## src/rtl/ext_domain_power_seq.sv

```systemverilog
// Power-gating sequencer for one external power domain: orders isolation, reset
// and switch control on power-down/power-up and times out on a missing switch ack.

module ext_domain_power_seq_chk (
    input logic clk_i,
    input logic rst_ni,
    input logic switch_no,
    input logic iso_no,
    input logic rst_no,
    input logic busy_o,
    input logic powered_o
);

    // An open switch is only ever seen by a domain that is isolated and held in reset
    a_switch_open_safe: assert property (@(posedge clk_i) disable iff (!rst_ni)
        switch_no |-> (!iso_no && !rst_no))
        else $error("switch open while domain not isolated and reset");

    a_busy_powered_excl: assert property (@(posedge clk_i) disable iff (!rst_ni)
        !(busy_o && powered_o))
        else $error("busy and powered asserted together");

endmodule

module ext_domain_power_seq #(
    parameter int unsigned ISO_DELAY   = 2,
    parameter int unsigned RST_DELAY   = 4,
    parameter int unsigned ACK_TIMEOUT = 32,
    parameter int unsigned CNT_W       = 8
) (
    input  logic clk_i,
    input  logic rst_ni,
    input  logic pwr_down_req_i,
    input  logic pwr_up_req_i,
    input  logic err_clr_i,
    input  logic switch_ack_ni,
    output logic switch_no,
    output logic iso_no,
    output logic rst_no,
    output logic busy_o,
    output logic powered_o,
    output logic error_o
);

    typedef enum logic [3:0] {
        ST_ON     = 4'd0,
        ST_PD_ISO = 4'd1,
        ST_PD_RST = 4'd2,
        ST_PD_SW  = 4'd3,
        ST_OFF    = 4'd4,
        ST_PU_SW  = 4'd5,
        ST_PU_RST = 4'd6,
        ST_PU_ISO = 4'd7,
        ST_ERR    = 4'd8
    } state_e;

    localparam logic [CNT_W-1:0] CNT_ZERO = {CNT_W{1'b0}};
    localparam logic [CNT_W-1:0] CNT_ONE  = CNT_W'(1);
    localparam logic [CNT_W-1:0] ISO_LAST = CNT_W'(ISO_DELAY - 1);
    localparam logic [CNT_W-1:0] RST_LAST = CNT_W'(RST_DELAY - 1);
    localparam logic [CNT_W-1:0] ACK_LAST = CNT_W'(ACK_TIMEOUT - 1);

    state_e           state_q, state_d;
    logic [CNT_W-1:0] cnt_q, cnt_d;
    logic             switch_n_q, switch_n_d;
    logic             iso_n_q, iso_n_d;
    logic             rst_n_q, rst_n_d;
    logic             busy_q, busy_d;
    logic             powered_q, powered_d;
    logic             error_q, error_d;
    logic             down_req_s;
    logic             up_req_s;

    // Next-state and next-output logic of the sequencer
    always_comb begin
        state_d    = state_q;
        cnt_d      = cnt_q;
        switch_n_d = switch_n_q;
        iso_n_d    = iso_n_q;
        rst_n_d    = rst_n_q;
        error_d    = error_q;
        // Conflicting simultaneous requests are dropped entirely
        down_req_s = pwr_down_req_i & ~pwr_up_req_i;
        up_req_s   = pwr_up_req_i & ~pwr_down_req_i;

        case (state_q)
            ST_ON: begin
                if (down_req_s) begin
                    iso_n_d = 1'b0;
                    cnt_d   = CNT_ZERO;
                    state_d = ST_PD_ISO;
                end else begin
                    state_d = ST_ON;
                end
            end
            ST_PD_ISO: begin
                if (cnt_q == ISO_LAST) begin
                    rst_n_d = 1'b0;
                    cnt_d   = CNT_ZERO;
                    state_d = ST_PD_RST;
                end else begin
                    cnt_d = cnt_q + CNT_ONE;
                end
            end
            ST_PD_RST: begin
                switch_n_d = 1'b1;
                cnt_d      = CNT_ZERO;
                state_d    = ST_PD_SW;
            end
            ST_PD_SW: begin
                // A valid ack on the limit cycle still wins over the timeout
                if (switch_ack_ni) begin
                    cnt_d   = CNT_ZERO;
                    state_d = ST_OFF;
                end else if (cnt_q == ACK_LAST) begin
                    error_d = 1'b1;
                    state_d = ST_ERR;
                end else begin
                    cnt_d = cnt_q + CNT_ONE;
                end
            end
            ST_OFF: begin
                if (up_req_s) begin
                    switch_n_d = 1'b0;
                    cnt_d      = CNT_ZERO;
                    state_d    = ST_PU_SW;
                end else begin
                    state_d = ST_OFF;
                end
            end
            ST_PU_SW: begin
                if (!switch_ack_ni) begin
                    cnt_d   = CNT_ZERO;
                    state_d = ST_PU_RST;
                end else if (cnt_q == ACK_LAST) begin
                    error_d = 1'b1;
                    state_d = ST_ERR;
                end else begin
                    cnt_d = cnt_q + CNT_ONE;
                end
            end
            ST_PU_RST: begin
                if (cnt_q == RST_LAST) begin
                    rst_n_d = 1'b1;
                    cnt_d   = CNT_ZERO;
                    state_d = ST_PU_ISO;
                end else begin
                    cnt_d = cnt_q + CNT_ONE;
                end
            end
            ST_PU_ISO: begin
                iso_n_d = 1'b1;
                state_d = ST_ON;
            end
            ST_ERR: begin
                iso_n_d = 1'b0;
                rst_n_d = 1'b0;
                // Recovery always retries towards OFF with the switch opened
                if (err_clr_i) begin
                    error_d    = 1'b0;
                    switch_n_d = 1'b1;
                    cnt_d      = CNT_ZERO;
                    state_d    = ST_PD_SW;
                end else begin
                    state_d = ST_ERR;
                end
            end
            default: begin
                state_d    = ST_ON;
                cnt_d      = CNT_ZERO;
                switch_n_d = 1'b0;
                iso_n_d    = 1'b1;
                rst_n_d    = 1'b1;
                error_d    = 1'b0;
            end
        endcase

        busy_d    = (state_d != ST_ON) && (state_d != ST_OFF) && (state_d != ST_ERR);
        powered_d = (state_d == ST_ON);
    end

    // State, counter and output registers; reset lands in the fully powered state
    always_ff @(posedge clk_i) begin
        if (!rst_ni) begin
            state_q    <= ST_ON;
            cnt_q      <= CNT_ZERO;
            switch_n_q <= 1'b0;
            iso_n_q    <= 1'b1;
            rst_n_q    <= 1'b1;
            busy_q     <= 1'b0;
            powered_q  <= 1'b1;
            error_q    <= 1'b0;
        end else begin
            state_q    <= state_d;
            cnt_q      <= cnt_d;
            switch_n_q <= switch_n_d;
            iso_n_q    <= iso_n_d;
            rst_n_q    <= rst_n_d;
            busy_q     <= busy_d;
            powered_q  <= powered_d;
            error_q    <= error_d;
        end
    end

    assign switch_no = switch_n_q;
    assign iso_no    = iso_n_q;
    assign rst_no    = rst_n_q;
    assign busy_o    = busy_q;
    assign powered_o = powered_q;
    assign error_o   = error_q;

    ext_domain_power_seq_chk u_chk (
        .clk_i     (clk_i),
        .rst_ni    (rst_ni),
        .switch_no (switch_n_q),
        .iso_no    (iso_n_q),
        .rst_no    (rst_n_q),
        .busy_o    (busy_q),
        .powered_o (powered_q)
    );

endmodule

```

## config.mk

```make
export PLATFORM = sky130hd
export DESIGN_NAME = ext_domain_power_seq
export DESIGN_NICKNAME = d
export VERILOG_FILES = /design/src/rtl/ext_domain_power_seq.sv
export SDC_FILE = /design/constraint.sdc
export NUM_CORES = 1
export LEC_CHECK = 0
export ABC_AREA = 1
export CORE_MARGIN = 2
export CORE_UTILIZATION = 30
export CTS_BUF_LIST = sky130_fd_sc_hd__clkbuf_8
export DETAILED_ROUTE_END_ITERATION = 8
export PLACE_DENSITY_LB_ADDON = 0.12
export SLEW_MARGIN = 15
export SYNTH_ARGS = -nofsm -noshare
export SYNTH_HDL_FRONTEND = slang
export SYNTH_HIERARCHICAL = 1
export SYNTH_SLANG_ARGS = --single-unit
```

## constraint.sdc

```tcl
create_clock -name clk_i -period 1.9 [get_ports clk_i]
set_input_delay 0.285 -clock clk_i [delete_from_list [all_inputs] [get_ports clk_i]]
set_output_delay 0.285 -clock clk_i [all_outputs]
set_load 0.05 [all_outputs]
```

Word level (Yosys, flattened, before mapping)
Cells that the tools add are included.
{"block": "classes", "n_addsub": 1, "reduce_logical": 14, "n_eq_ne": 20, "mux": 31, "bitwise_logic": 9}
{"op": "8-bit 2-to-1 mux", "count": 8}
{"op": "8-bit case mux with 8 select lines", "count": 1}
{"op": "4-bit case mux with 8 select lines", "count": 1}
{"op": "4-bit 2-to-1 mux", "count": 6}
{"op": "6-bit OR reduction", "count": 4}
{"op": "4-bit by 3-bit == test with 1-bit output (second input constant)", "count": 4}
{"op": "2-bit inequality test (second input constant)", "count": 7}
{"op": "1-bit case mux with 4 select lines", "count": 3}
{"op": "1-bit 2-to-1 mux", "count": 11}
{"op": "8-bit by 1-bit adder with 8-bit output (second input constant)", "count": 1}
{"op": "4-bit by 2-bit == test with 1-bit output (second input constant)", "count": 2}
{"op": "8-bit by 1-bit == test with 1-bit output (second input constant)", "count": 1}
{"op": "8-bit by 2-bit == test with 1-bit output (second input constant)", "count": 1}
{"op": "8-bit by 5-bit == test with 1-bit output (second input constant)", "count": 1}
{"op": "4-bit logical NOT", "count": 2}
{"op": "4-bit AND reduction", "count": 2}
{"op": "1-bit NOT", "count": 7}
{"op": "3-bit AND reduction", "count": 2}
{"op": "4-bit by 1-bit == test with 1-bit output (second input constant)", "count": 1}
{"op": "4-bit == test (second input constant)", "count": 1}
{"op": "4-bit by 3-bit inequality test with 1-bit output (second input constant)", "count": 1}
{"op": "4-bit inequality test (second input constant)", "count": 1}
{"op": "4-bit nonzero test", "count": 1}
{"op": "1-bit case mux with 3 select lines", "count": 1}
{"op": "other kinds (3)", "count": 5}
{"block": "totals", "inputBits": 6, "regBits": 18}

Longest topological paths before layout
{"block": "depth", "word_depth": 7, "mapped_depth": 10, "mapped_depth_nobuf": 10}

Least setup slack after synthesis
Ideal clock, no wire load.
{"block": "synth_timing", "path_kind": "flip-flop to flip-flop", "from": "register cnt_q[0]", "to": "register powered_q (netlist: powered_o)", "synth_period_minus_slack_ns": 1.444, "path_stages_with_launch": 11, "arrival_ns": 1.331, "slack_ns": 0.456, "setup_ns": 0.113, "required_time_ns": 1.787, "path_cell_list": "dfxtp_1 ha_1 nand3_1 nor2_2 nand2_2 inv_2 nand2_4 nand2_1 nor2_1 nand3_1 nand2_1"}
{"block": "synth_via", "elab_chain_len": 5, "elab_cells_between_ends": 10}
{"item": "start, declared", "line": "64", "rtl": "logic [CNT_W-1:0] cnt_q, cnt_d;"}
{"item": "start signal, assigned", "line": "195", "rtl": "cnt_q <= cnt_d;"}
{"item": "8-bit by 5-bit == test with 1-bit output", "line": "115, 135"}
{"item": "4-bit 2-to-1 mux", "line": "115, 135"}
{"item": "4-bit 2-to-1 mux, on equally long branches", "line": "132, 112"}
{"item": "4-bit case mux with 8 select lines (*)", "line": "86", "rtl": "case (state_q)"}
{"item": "4-bit logical NOT (*)", "line": "179", "rtl": "powered_d = (state_d == ST_ON);"}
{"item": "end signal, assigned", "line": "200", "rtl": "powered_q <= powered_d;"}
{"item": "end, declared", "line": "69", "rtl": "logic powered_q, powered_d;"}
Mark *: on every way between the ends. The rest lies on a longest branch, timed or not.
A chain may end at the register's enable or synchronous reset.

Worst setup path after layout
{"block": "layout_timing", "from": "register error_q (netlist: error_o)", "to": "output error_o"}
{"item": "start, declared", "line": "70", "rtl": "logic error_q, error_d;"}
{"item": "start signal, assigned", "line": "201", "rtl": "error_q <= error_d;"}
{"item": "end, declared", "line": "42", "rtl": "output logic error_o"}
No word-level cell between the ends.

==> metrics.log <==
INFO  metric r2r_start = cnt_q[0]$_SDFFE_PN0P_
INFO  metric num_antenna_cells = 0
INFO  metric worst_slack = 218 ps
INFO  metric fraction_of_final_layout_cells_with_drive_strength_greater_than_1 = 18.5%
INFO  metric static-leakage-power = 0.750 nW
INFO  metric critical_path.slowest_cell = sky130_fd_sc_hd__clkdlybuf4s50_1
INFO  metric finished_layout_cell_area = 1530 µm²
INFO  metric worst-path-stages = 1
INFO  metric yosysWarnings = 6
INFO  metric post-layout-total-power = 1.02 mW
INFO  metric synth_seq_cells = 18
INFO  metric critical_path.reg2reg.endpoint = powered_o$_SDFF_PN1_
INFO  metric ant_nets = 0
INFO  metric first_pass_grt_wire_length = 5260 µm
INFO  metric final.setup_skew = 3.75 ps
INFO  metric final.period_utilization = 88.5%
INFO  metric cts.clk_slew.worst_paths = 80 ps
INFO  metric timing.reg2reg.setup_slack = 300 ps
INFO  metric clock-root-buffer = sky130_fd_sc_hd__clkbuf_8
INFO  metric min-delay-start = iso_no$_SDFFE_PN1P_
INFO  metric cap_violations = 0
INFO  metric route.vias.total = 1233
INFO  metric cts_buf_count = 3
INFO  metric grt_setup_unrepaired = no
INFO  metric fp-row-count = 23
INFO  metric r2r_cells = 9
INFO  metric drt_wl_total = 3070 µm
INFO  metric worstSetupEndpointType = output port
INFO  metric post_cts.resized_instances = 0
INFO  metric timing.critical_path.slowest_cell_delay = 800 ps
INFO  metric grt_start_max_net_pins = 11
INFO  metric critical_path_class = flop to output port
INFO  metric hpwlAfterDp = 2420 µm
INFO  metric p_per_area = 663 nW/µm²
INFO  metric cts_tree = done
INFO  metric drc_errors = 0
INFO  metric dp_slack = 94.4 ps
INFO  metric gp_routability_congestion = 0.850
INFO  metric floorplan.core_area = 4060 µm²
INFO  metric status = finished clean
INFO  metric grt_overflow = 0
INFO  metric yosysUniqueCellTypes = 26
INFO  metric post_synth_inst_count = 204
INFO  metric grt_pass1_vias = 1141
INFO  metric vdd.ir_drop.worst = 0.248 mV
INFO  metric worst_hold_slack = 456 ps
INFO  metric finish.net_count = 231
INFO  metric detailed_place.area = 1480 µm²
INFO  metric cts_hold_buffers = 0
INFO  metric htree_levels = 1
INFO  metric cpLargestDelayFamily = buffers and inverters
INFO  metric clock-sinks = 18
INFO  metric totalNegativeSetupSlack = 0 ps
INFO  metric detailedRoute.firstIterationViolations = 77
INFO  metric worst_ep_arrival_time = 1400 ps
INFO  metric place.port_buffers = 11
INFO  metric io-pin-count = 12
INFO  metric floorplan.initialDensity = 31.6%
INFO  metric postCtsSetupRepairBufs = 0
INFO  metric fp.dieArea = 4810 µm²
INFO  metric critPathLaunchType = flop
INFO  metric seq_area_frac_synth = 28.1%
INFO  metric finalWorstPathRequiredPeriod = 1680 ps
INFO  metric worstHoldPathCells = 2
INFO  metric critical_path_required = 1620 ps
INFO  metric fmaxAchievable = 0.595 GHz
INFO  metric maxSlewViolCount = 0
INFO  metric drt_pass1_iterations = 4
INFO  metric fp.dieH = 69.4 µm
INFO  metric worst_hold_path.endpoint = iso_no$_SDFFE_PN1P_
INFO  metric hold_viol = 0
INFO  metric die_w = 69.4 µm
INFO  metric netlist_area = 1280 µm²
INFO  metric synth_nets = 212
INFO  metric cp_num_buf_inv = 1
INFO  metric worstMarginPinSlew = 527 ps
INFO  metric timing.critical_path.from = error_o$_SDFFE_PN0P_
INFO  metric grt_antenna_before_repair = 0
INFO  metric timing.slew.headroom = 64.6%
INFO  metric timing.hold.worst.class = flop to flop
INFO  metric maximum_buffer_depth_of_the_clock_tree = 2
INFO  metric wire_per_inst = 11.3 µm
INFO  metric crit_chain = clkdlybuf4s50_1
INFO  metric clk_latency = 260 ps
INFO  metric path_max_fanout = 2
INFO  metric via_per_inst = 4.53
INFO  metric final-setup-viol-count = 0
INFO  metric syn-mean-instance-area = 6.28 µm²
INFO  metric area_delta_synth_final = 19.5%
INFO  metric global_route.usage.total = 13.5%
## sequential cells by signal, indices dropped and copies added (netlist names)
register / count
iso_no: 1
error_o: 1
busy_o: 1
rst_no: 1
switch_no: 1
state_q: 4
powered_o: 1
cnt_q: 8
## final cells by class
cell class	count	area, µm²
multi-input cells	156	805
clock buffers	4	55.1
inverters	29	109
fillers	436	2530
flip-flops and latches	18	360
repair buffers	15	140
well taps	50	62.6
## tightest hold or removal path: stages, from the launching register on
cell and delay (ps):
sky130_fd_sc_hd__dfxtp_1 310, sky130_fd_sc_hd__nand2_1 60, sky130_fd_sc_hd__nand2_1 40
## synth_stat cells
library cell / count / area share, %
sky130_fd_sc_hd__nand4_1: 1 / 0.49
sky130_fd_sc_hd__xor2_1: 1 / 0.68
sky130_fd_sc_hd__nand3b_2: 1 / 0.88
sky130_fd_sc_hd__nand3_2: 3 / 2.3
sky130_fd_sc_hd__nor2_1: 32 / 9.4
sky130_fd_sc_hd__inv_1: 23 / 6.7
sky130_fd_sc_hd__o21ai_0: 3 / 1.2
sky130_fd_sc_hd__nand3b_1: 1 / 0.59
sky130_fd_sc_hd__inv_2: 5 / 1.5
sky130_fd_sc_hd__nand2_4: 3 / 2.6
sky130_fd_sc_hd__clkinv_1: 1 / 0.29
sky130_fd_sc_hd__nand2_1: 51 / 15
sky130_fd_sc_hd__nand2_2: 9 / 4.4
sky130_fd_sc_hd__nor2_4: 4 / 3.5
sky130_fd_sc_hd__nand3_1: 18 / 7.0
sky130_fd_sc_hd__a21oi_2: 1 / 0.68
sky130_fd_sc_hd__o211ai_1: 2 / 1.2
sky130_fd_sc_hd__o21ai_1: 2 / 0.78
sky130_fd_sc_hd__o21ai_2: 3 / 2.1
sky130_fd_sc_hd__xnor2_1: 1 / 0.68
sky130_fd_sc_hd__nor3_1: 2 / 0.78
sky130_fd_sc_hd__ha_1: 2 / 2.0
sky130_fd_sc_hd__a21oi_1: 12 / 4.7
sky130_fd_sc_hd__nor2_2: 4 / 2.0
sky130_fd_sc_hd__dfxtp_1: 18 / 28
sky130_fd_sc_hd__buf_4: 1 / 0.59
## worst max path at each step
stage                             to  slack, ps
4_1_cts                      error_o        210
6_report                     error_o        220
3_5_place_dp   cnt_q[5]$_SDFFE_PN0P_         90
2_1_floorplan   powered_o$_SDFF_PN1_        460
3_3_place_gp   cnt_q[6]$_SDFFE_PN0P_        160
5_1_grt         powered_o$_SDFF_PN1_        120
## per-layer routing
layer	up-vias	part of all wire, %	GRT usage [%]
met1	532	56	20.6
met4	0	1.4	4.58
li1	677	-	-
met5	-	0	0
met3	5	3.4	2.18
met2	19	39	18.8
## kinds of logic after synthesis
logic type	share of synthesized area (%)
adders and majority gates	1.95
and+or+nand+nor	48.9
DFF	28.1
xor gates and xnor gates	1.37
AOI/OAI and AO/OA	10.5
buffers and inverters	9.08
## stage by stage
| step | util (%) | std cells |
|---|---|---|
| final | 37.7 | 272 |
| after global routing | 37.7 | 272 |
| after CTS | 37.7 | 272 |
| after detailed placement | 36.4 | 268 |
| after global placement | 36.4 | 268 |
| after floorplan | - | 204 |
## placed cells by master (no fill, tap or decap), types with 5 or more instances in the layout
cell,instances
sky130_fd_sc_hd__dfxtp_1,18
sky130_fd_sc_hd__nand2_1,51
sky130_fd_sc_hd__nand2_2,9
sky130_fd_sc_hd__inv_2,5
sky130_fd_sc_hd__nor2_1,32
sky130_fd_sc_hd__inv_1,23
sky130_fd_sc_hd__clkdlybuf4s50_1,11
sky130_fd_sc_hd__nand3_1,18
sky130_fd_sc_hd__a21oi_1,12
## power breakdown
part / total [mW] / internal (mW) / switching (mW) / leakage, nW
Combinational: 0.266 / 0.0935 / 0.172 / 0.575
Clock: 0.329 / 0.185 / 0.144 / 0.0288
Sequential: 0.421 / 0.400 / 0.0207 / 0.146
Total: 1.02 / 0.678 / 0.337 / 0.750
Power figures use the tool's default switching activity.
